`config.mk`:
```
export PLATFORM = sky130hd
export DESIGN_NAME = calc_key_sequencer
export DESIGN_NICKNAME = d
export VERILOG_FILES = /design/src/rtl/calc_key_sequencer.sv
export SDC_FILE = /design/constraint.sdc
export NUM_CORES = 1
export LEC_CHECK = 0
export BUFFER_PORTS_ARGS = -buffer_cell sky130_fd_sc_hd__buf_2
export CAP_MARGIN = 20
export CORE_MARGIN = 10
export CORE_UTILIZATION = 40
export DETAILED_ROUTE_END_ITERATION = 10
export HOLD_SLACK_MARGIN = 0.1
export PLACE_DENSITY = 0.72
export SLEW_MARGIN = 20
export SYNTH_ARGS = -nofsm -noshare
export SYNTH_HDL_FRONTEND = slang
export SYNTH_SLANG_ARGS = --single-unit
```
`constraint.sdc`:
```
create_clock -name clk -period 2.2 [get_ports clk]
set_input_delay 0.11 -clock clk [delete_from_list [all_inputs] [get_ports clk]]
set_output_delay 0.11 -clock clk [all_outputs]
set_load 0.01 [all_outputs]
```
`src/rtl/calc_key_sequencer.sv`:
```
// Keypad sequencer for a 4-digit BCD calculator.
// Collects two operands and an operator, then latches the external ALU result.
module calc_key_sequencer #(
   parameter logic [3:0] KEY_ADD = 4'hA,
   parameter logic [3:0] KEY_SUB = 4'hB,
   parameter logic [3:0] KEY_EQ  = 4'hC,
   parameter logic [3:0] KEY_CLR = 4'hD
) (
   input  logic        clk,
   input  logic        reset_n,
   input  logic        key_valid,
   input  logic [3:0]  key_code,
   output logic        key_ready,
   input  logic [15:0] alu_result,
   output logic [15:0] num1_bcd,
   output logic [15:0] num2_bcd,
   output logic [1:0]  operation,
   output logic [15:0] display_bcd,
   output logic        result_valid
);

   typedef enum logic [1:0] {
      ENTER_A,
      ENTER_B,
      EXEC,
      RESULT
   } state_t;

   state_t      state_q;
   state_t      state_d;
   logic [2:0]  cnt_q;
   logic [2:0]  cnt_d;
   logic [15:0] num1_d;
   logic [15:0] num2_d;
   logic [15:0] disp_d;
   logic [1:0]  op_d;
   logic        rv_d;

   logic        take;
   logic        legal;
   logic        is_dig;
   logic        is_add;
   logic        is_sub;
   logic        is_op;
   logic        is_eq;
   logic        is_clr;
   logic        cnt_full;
   logic [1:0]  op_key;
   logic [15:0] n1_shift;
   logic [15:0] n2_shift;

   assign key_ready = (state_q != EXEC);
   assign take      = key_valid && key_ready;
   // Codes E and F never act, whatever the parameters are set to.
   assign legal     = (key_code < 4'hE);
   assign is_dig    = take && (key_code <= 4'd9);
   assign is_add    = take && legal && (key_code == KEY_ADD);
   assign is_sub    = take && legal && (key_code == KEY_SUB);
   assign is_eq     = take && legal && (key_code == KEY_EQ);
   assign is_clr    = take && legal && (key_code == KEY_CLR);
   assign is_op     = is_add || is_sub;
   assign op_key    = is_add ? 2'b01 : 2'b10;
   assign cnt_full  = (cnt_q == 3'd4);
   assign n1_shift  = {num1_bcd[11:0], key_code};
   assign n2_shift  = {num2_bcd[11:0], key_code};

   always_ff @(posedge clk or negedge reset_n) begin
      if (!reset_n) begin
         state_q      <= ENTER_A;
         cnt_q        <= 3'd0;
         num1_bcd     <= 16'h0000;
         num2_bcd     <= 16'h0000;
         operation    <= 2'b00;
         display_bcd  <= 16'h0000;
         result_valid <= 1'b0;
      end else begin
         state_q      <= state_d;
         cnt_q        <= cnt_d;
         num1_bcd     <= num1_d;
         num2_bcd     <= num2_d;
         operation    <= op_d;
         display_bcd  <= disp_d;
         result_valid <= rv_d;
      end
   end

   always_comb begin
      state_d = state_q;
      cnt_d   = cnt_q;
      num1_d  = num1_bcd;
      num2_d  = num2_bcd;
      op_d    = operation;
      disp_d  = display_bcd;
      rv_d    = result_valid;
      if (is_clr) begin
         state_d = ENTER_A;
         cnt_d   = 3'd0;
         num1_d  = 16'h0000;
         num2_d  = 16'h0000;
         op_d    = 2'b00;
         disp_d  = 16'h0000;
         rv_d    = 1'b0;
      end else begin
         unique case (state_q)
            ENTER_A: begin
               unique case (1'b1)
                  is_dig: begin
                     if (!cnt_full) begin
                        num1_d = n1_shift;
                        cnt_d  = cnt_q + 3'd1;
                        disp_d = n1_shift;
                     end
                  end
                  is_op: begin
                     op_d    = op_key;
                     num2_d  = 16'h0000;
                     cnt_d   = 3'd0;
                     state_d = ENTER_B;
                  end
                  default: ;
               endcase
            end
            ENTER_B: begin
               unique case (1'b1)
                  is_dig: begin
                     if (!cnt_full) begin
                        num2_d = n2_shift;
                        cnt_d  = cnt_q + 3'd1;
                        disp_d = n2_shift;
                     end
                  end
                  is_op:   op_d = op_key;
                  is_eq:   state_d = EXEC;
                  default: ;
               endcase
            end
            EXEC: begin
               // Result becomes the next left operand so chaining works.
               disp_d  = alu_result;
               num1_d  = alu_result;
               rv_d    = 1'b1;
               state_d = RESULT;
            end
            RESULT: begin
               unique case (1'b1)
                  is_dig: begin
                     num1_d  = {12'h000, key_code};
                     cnt_d   = 3'd1;
                     num2_d  = 16'h0000;
                     op_d    = 2'b00;
                     disp_d  = {12'h000, key_code};
                     rv_d    = 1'b0;
                     state_d = ENTER_A;
                  end
                  is_op: begin
                     op_d    = op_key;
                     num2_d  = 16'h0000;
                     cnt_d   = 3'd0;
                     rv_d    = 1'b0;
                     state_d = ENTER_B;
                  end
                  is_eq:   state_d = EXEC;
                  default: ;
               endcase
            end
            default: state_d = ENTER_A;
         endcase
      end
   end

endmodule

```
==> metrics.md, run 1 <==
| Metric | Value |
|---|---|
| Status | finished clean |
| Post-detail-place hpwl | 6170 um |
| Post-CTS setup buffer count | 0 |
| CTS tree | done |
| CTS Buf Count | 5 |
| Antenna cells | 0 |
| Initial drt markers | 141 |
| Final hold slack | 0.0939 ns |
| RD Place Congestion | 0.880 |
| Largest cells by area after synthesis | dfrtp_1 (47%), a22o_1 (7.6%), a211o_1 (6.2%), mux2_2 (3.4%), a21oi_1 (3.3%) |
| Hold endpoint | display_bcd[1]$_DFFE_PN0P_ |
| Pwr Density | 1240 mW/mm2 |
| Vias in the first global route | 2535 |
| Worst flop-to-flop path endpoint | num1_bcd[13]$_DFFE_PN0P_ |
| Io pins | 75 |
| RSZ-0062 raised after global routing | false |
| Die footprint | 0.0113 mm2 |
| Crit Path Max Fanout | 20 |
| Max Clk Rate | 482 MHz |
| Post-synth top area share | 46.9% |
| Mapped Cells | 278 |
| H-Tree Depth | 2 |
| Die width | 106 um |
| Layout cells sized above 1 | 32.5% |
| Seq/Total Area, Yosys | 46.9% |
| Vias | 2515 |
| CP Class | primary input to flip-flop |
| Setup tns final | 0 ns |
| Slew @ Worst Pin | 0.888 ns |
| Gr ovfl total | 0 |
| Relative slew slack | 40.8% |
| Clock Latency Late Sink | 0.31 ns |
| R2R setup slack | 0.17 ns |
| Crit. End Element | flip-flop |
| Most common cell in the netlist | dfrtp_1 |
| Largest net degree at the start of global routing | 35 |
| Reg2reg start | cnt_q[0]$_DFFE_PN0P_ |
| #FFs+latches synth | 56 |
| Max Slew Vio Count | 0 |
| # resized after CTS | 0 |
| Primary FF master, synth | dfrtp_1 |
| Initial antenna violation count | 0 |
| Min Tclk post-route | 2.07 ns |
| Lkg Pwr | 1.90 nW |
| GRT Overall Usage | 14.6% |
| Initial Util | 41.2% |
| Post-synth EDFFs | 0 |
| Hold path cells | 3 |
| Clock Root Buffer | clkbuf_8 |
| DR pass1 iterations | 5 |
| Max-cap violations | 0 |
| Std-Cell Rows | 31 |
| IO Port Bufs | 74 |
| Final setup fails | 0 |
| Final Hold Fails | 0 |
| Peak VDD IR | 0.603 mV |
| Setup Skew | 0.00527 ns |
| Routed wire per std cell | 19.0 um |
| R2R depth | 6 |
| Fin crit share | 94.3% |
| Via/cell ratio | 5.66 |
| YS warnings | 0 |
| Total clock sinks | 56 |
| Synth Cell Area | 0.00299 mm2 |
| Longest Clk Path Bufs | 2 |
| Arr. time, crit path | 2.33 ns |
| Source of the worst hold timing path | alu_result[1] |
| DIE HEIGHT | 106 um |
| Setup crit start kind | primary input |
| Nets | 369 |
| CP required | 2.45 ns |
| Clk pin slew, worst setup/hold paths | 0.10 ns |
| First-pass GRT wire length | 13600 um |
| Synth top cells by count | dfrtp_1 (56), a22o_1 (26), nand2_1 (26), a211o_1 (21), a21oi_1 (20) |
| Post-DRT Antenna Nets | 0 |
| Netlist cell types | 47 |
| Area grow syn2layout | 17.2% |
| Syn_area_per_cell | 10.8 um2 |
| Async SR Flop Fraction | 100% |
| Leading area contributor after synthesis | dfrtp_1 |
| Syn_nets | 303 |
| Post-CTS Hold Fix Bufs | 2 |
| Core Region | 0.00725 mm2 |
| Hold Path Class | primary input to flip-flop |
| Remaining DRCs | 0 |
| Total wire length | 8430 um |
## worst max-delay path by stage
stage,startpoint,endpoint,slack (ns),cells after the start
after floorplan,cnt_q[0]$_DFFE_PN0P_,display_bcd[0]$_DFFE_PN0P_,0.53,7
after global placement,cnt_q[0]$_DFFE_PN0P_,num1_bcd[13]$_DFFE_PN0P_,0.26,6
after detailed placement,cnt_q[0]$_DFFE_PN0P_,num1_bcd[6]$_DFFE_PN0P_,0.23,6
after CTS,cnt_q[0]$_DFFE_PN0P_,num1_bcd[13]$_DFFE_PN0P_,0.20,6
after global routing,key_code[0],display_bcd[15]$_DFFE_PN0P_,0.01,6
final,key_code[0],num1_bcd[13]$_DFFE_PN0P_,0.13,6
## placed cells by master, fill, tap and decap left out, types with 2 or more instances in the layout
cell type,instances
o211a_1,2
a211o_1,21
o211ai_2,2
o31ai_1,2
mux2i_1,6
buf_2,74
a22o_1,26
mux2_2,9
and4b_1,2
clkbuf_8,6
dfrtp_1,56
inv_1,7
and2_1,2
and3_1,11
nor2_1,6
nand3_1,5
o22ai_1,2
o21ai_0,8
nand2_1,26
buf_4,8
a21oi_1,20
ha_1,2
a21o_1,12
a21oi_2,2
a31oi_1,3
dlygate4sd3_1,2
## power by group
part	total, W	leakage (nW)	switching (W)	internal [W]
clock network	0.000611	0.0516	0.000352	0.000259
registers	0.00175	0.719	0.000304	0.00145
logic	0.00198	1.13	0.00106	0.000919
## stage by stage
step	cells	cell area, um2	setup slack [ns]	util, %	power [W]
after floorplan	278	2990	0.527	-	0.00305
after global placement	434	3390	0.261	46.7	0.00373
after detailed placement	434	3390	0.235	46.7	0.00376
after CTS	444	3510	0.204	48.3	0.00438
after global routing	444	3510	0.0133	48.3	0.00464
final	444	3510	0.126	48.3	0.00434
## flip-flops by register name (all words and copies together) (netlist names)
register      cells
result_valid      1
operation         2
display_bcd      16
num2_bcd         16
num1_bcd         16
cnt_q             3
state_q           2
## area by class of cell
cell class	instances	area, um2
Tap cell	99	124
Fill cell	700	3750
Inverter	8	30.0
Clock buffer	6	82.6
Sequential cell	56	1400
Multi-Input combinational cell	188	1380
Timing Repair Buffer	85	470
Clock inverter	2	13.8
## cell families (layout without fill, tap and decap cells)
kind of cell | after synthesis | after routing | share of synthesized area [%]
compound gates | 112 | 112 | 29.8
xor+xnor | 1 | 1 | 0.293
fa+ha+maj | 2 | 2 | 0.837
buf+inv | 34 | 101 | 6.86
flops | 56 | 56 | 46.9
mux | 15 | 15 | 5.40
simple gates | 58 | 58 | 9.96
## worst max-delay path, cell delays in order
cell and delay (ns):
dlygate4sd3_1 0.54, buf_2 0.20, and4b_1 0.42, a21oi_4 0.11, a21oi_2 0.70, a22o_1 0.24
## routing by layer
layer | track usage, % | routed length [um] | up-vias
met5 | 0 | 0 | -
met4 | 4.74 | 130 | 0
met3 | 3.80 | 551 | 12
met2 | 23.2 | 3980 | 83
met1 | 18.8 | 3770 | 1249
li1 | - | - | 1171
Power figures use the tool's default switching activity.
==> run 2: changes to the inputs <==
Settings changed: PLACE_DENSITY 0.72 to 0.68.
==> run 2 against run 1 <==
Effect of this change: core utilization is 0.52 points higher; sequential power hardly changed; setup slack better by 0.072 ns; sequential cell count unchanged; fmax rose by 3.6%; critical path type is now flip-flop to flip-flop; largest power group unchanged.
==> metrics.md, run 2 (synthesized netlist as in run 1, its figures left out) <==
| Metric | Value |
|---|---|
| Filler cells | 691 |
| Slew @ Worst Pin | 0.661 ns |
| Biggest regs | display_bcd (16), num1_bcd (16), num2_bcd (16) |
| Arr. time, crit path | 2.21 ns |
| DIE HEIGHT | 106 um |
| Initial drt markers | 208 |
| Clock share of power | 15.7% |
| Initial Util | 41.2% |
| First-pass GRT wire length | 14100 um |
| Commonest non-fill, non-tap cell in the layout | buf_2 |
| Pwr Density | 1260 mW/mm2 |
| Std-Cell Rows | 31 |
| Min Tclk post-route | 2.00 ns |
| Max Clk Rate | 500 MHz |
| Clock Root Buffer | clkbuf_8 |
| Post-detail-place hpwl | 6390 um |
| RD Place Congestion | 0.878 |
| Sw Share | 39.1% |
| Final cell utilization of the core | 48.9% |
| DR pass1 iterations | 4 |
| CP Class | flip-flop to flip-flop |
| Via/cell ratio | 5.73 |
| Slowest CP cell | dfrtp_1 |
| Comb power frac | 45.0% |
| Setup tns final | 0 ns |
| Longest Clk Path Bufs | 2 |
| Worst path max stage delay | 0.44 ns |
| Post-DRT Antenna Nets | 0 |
| Io pins | 75 |
| Most frequent cells in the layout | buf_2 (74), dfrtp_1 (56), nand2_1 (26), a22o_1 (26), a211o_1 (21) |
| Crit path cell chain | inv_1, ha_1, nand2_1, o211ai_2, buf_4, a21oi_1, a211o_1 |
| Crit Path Max Fanout | 20 |
| Switching Power | 0.00175 W |
| Fin crit share | 91.0% |
| Setup crit start kind | flip-flop |
| Total wire length | 8680 um |
| Core Region | 0.00725 mm2 |
| Antenna cells | 0 |
| Total clock sinks | 56 |
| Final setup fails | 0 |
| CTS tree | done |
| Critical path buffers and inverters | 2 |
| CTS Buf Count | 5 |
| Hold Path Class | primary input to flip-flop |
| Setup Skew | 0.00795 ns |
| Status | finished clean |
| Area grow syn2layout | 18.5% |
| Nets | 371 |
| Die width | 106 um |
| Layout cells sized above 1 | 32.6% |
| Vias in the first global route | 2631 |
| Remaining DRCs | 0 |
| Clk pin slew, worst setup/hold paths | 0.10 ns |
| Initial antenna violation count | 0 |
| Max-cap violations | 0 |
| CP delay by family, top | compound AO/OA/AOI/OAI gates |
| RSZ-0062 raised after global routing | false |
| Final Hold Fails | 0 |
| Reg power frac | 39.3% |
| Peak VDD IR | 0.772 mV |
| H-Tree Depth | 2 |
| Clock Latency Late Sink | 0.32 ns |
| Internal power | 0.00272 W |
| Crit. End Element | flip-flop |
| Gr ovfl total | 0 |
| Die footprint | 0.0113 mm2 |
| CP required | 2.41 ns |
| Max Slew Vio Count | 0 |
| GRT Overall Usage | 15.3% |
| Vias | 2554 |
| Lkg Pwr | 1.91 nW |
| IO Port Bufs | 74 |
| Largest net degree at the start of global routing | 33 |
| Routed wire per std cell | 19.5 um |
| Relative slew slack | 56.0% |
run 2: cell count changes in the layout (fill, tap and decap cells not counted), sizes merged:
cell,change
buf,+2
bufinv,+1
clkinv,-1
run 2: timing repair:
action / CTS / global route
resized for setup: 0 / 1
endpoints found under the hold margin: 25 / 0
endpoints found under the setup margin: 0 / 20
buffers inserted: 0 / 0
hold buffers: 2 / 0
run 2: through the flow:
step	total power (W)	setup slack [ns]	hold WS (ns)	cells	cell area, um2
finish	0.00446	0.199	0.103	446	3540
global route	0.00477	0.0500	0.117	446	3540
CTS	0.00449	0.140	0.105	446	3540
detailed placement	0.00378	0.163	0.172	436	3400
global placement	0.00375	0.240	0.173	436	3400
floorplan	0.00305	0.527	-0.186	278	2990
run 2: final timing paths:
check	depth (start not counted)	end	from	slack (ns)
max reg2reg	7	display_bcd[15]$_DFFE_PN0P_	cnt_q[0]$_DFFE_PN0P_	0.20
max	7	display_bcd[15]$_DFFE_PN0P_	cnt_q[0]$_DFFE_PN0P_	0.20
max in group asynchronous	3	display_bcd[15]$_DFFE_PN0P_	reset_n	1.24
min reg2reg	1	num2_bcd[14]$_DFFE_PN0P_	num2_bcd[14]$_DFFE_PN0P_	0.49
min in group asynchronous	2	display_bcd[0]$_DFFE_PN0P_	reset_n	0.35
min	3	display_bcd[1]$_DFFE_PN0P_	alu_result[1]	0.10
run 2: area by class of cell:
class	instances	area [um2]	share of cell area, %
Clock buffer	6	72.6	2.05
Inverter	8	30.0	0.847
Multi-Input combinational cell	188	1390	39.3
Timing Repair Buffer	87	485	13.7
Clock inverter	2	38.8	1.09
Tap cell	99	124	3.50
Sequential cell	56	1400	39.5
run 2: tightest hold or removal path, cell delays in order:
cell	delay (ns)
buf_2	0.07
a21oi_1	0.07
mux2i_1	0.12
run 2: power by group through the flow:
stage	clock [W]	sequential, W	combinational, W
after floorplan	0	0.00189	0.00116
after global placement	0	0.00176	0.00198
after detailed placement	0	0.00177	0.00201
after CTS	0.000713	0.00175	0.00202
after global routing	0.000755	0.00181	0.00221
final	0.000698	0.00176	0.00201
run 2: metal layers:
metal / track usage [%] / part of all wire (%) / vias to the layer above
met3: 3.99 / 7.2 / 11
li1: - / - / 1174
met1: 20.9 / 45 / 1273
met2: 23.0 / 46 / 96
met5: 0 / 0 / -
met4: 5.32 / 1.7 / 0
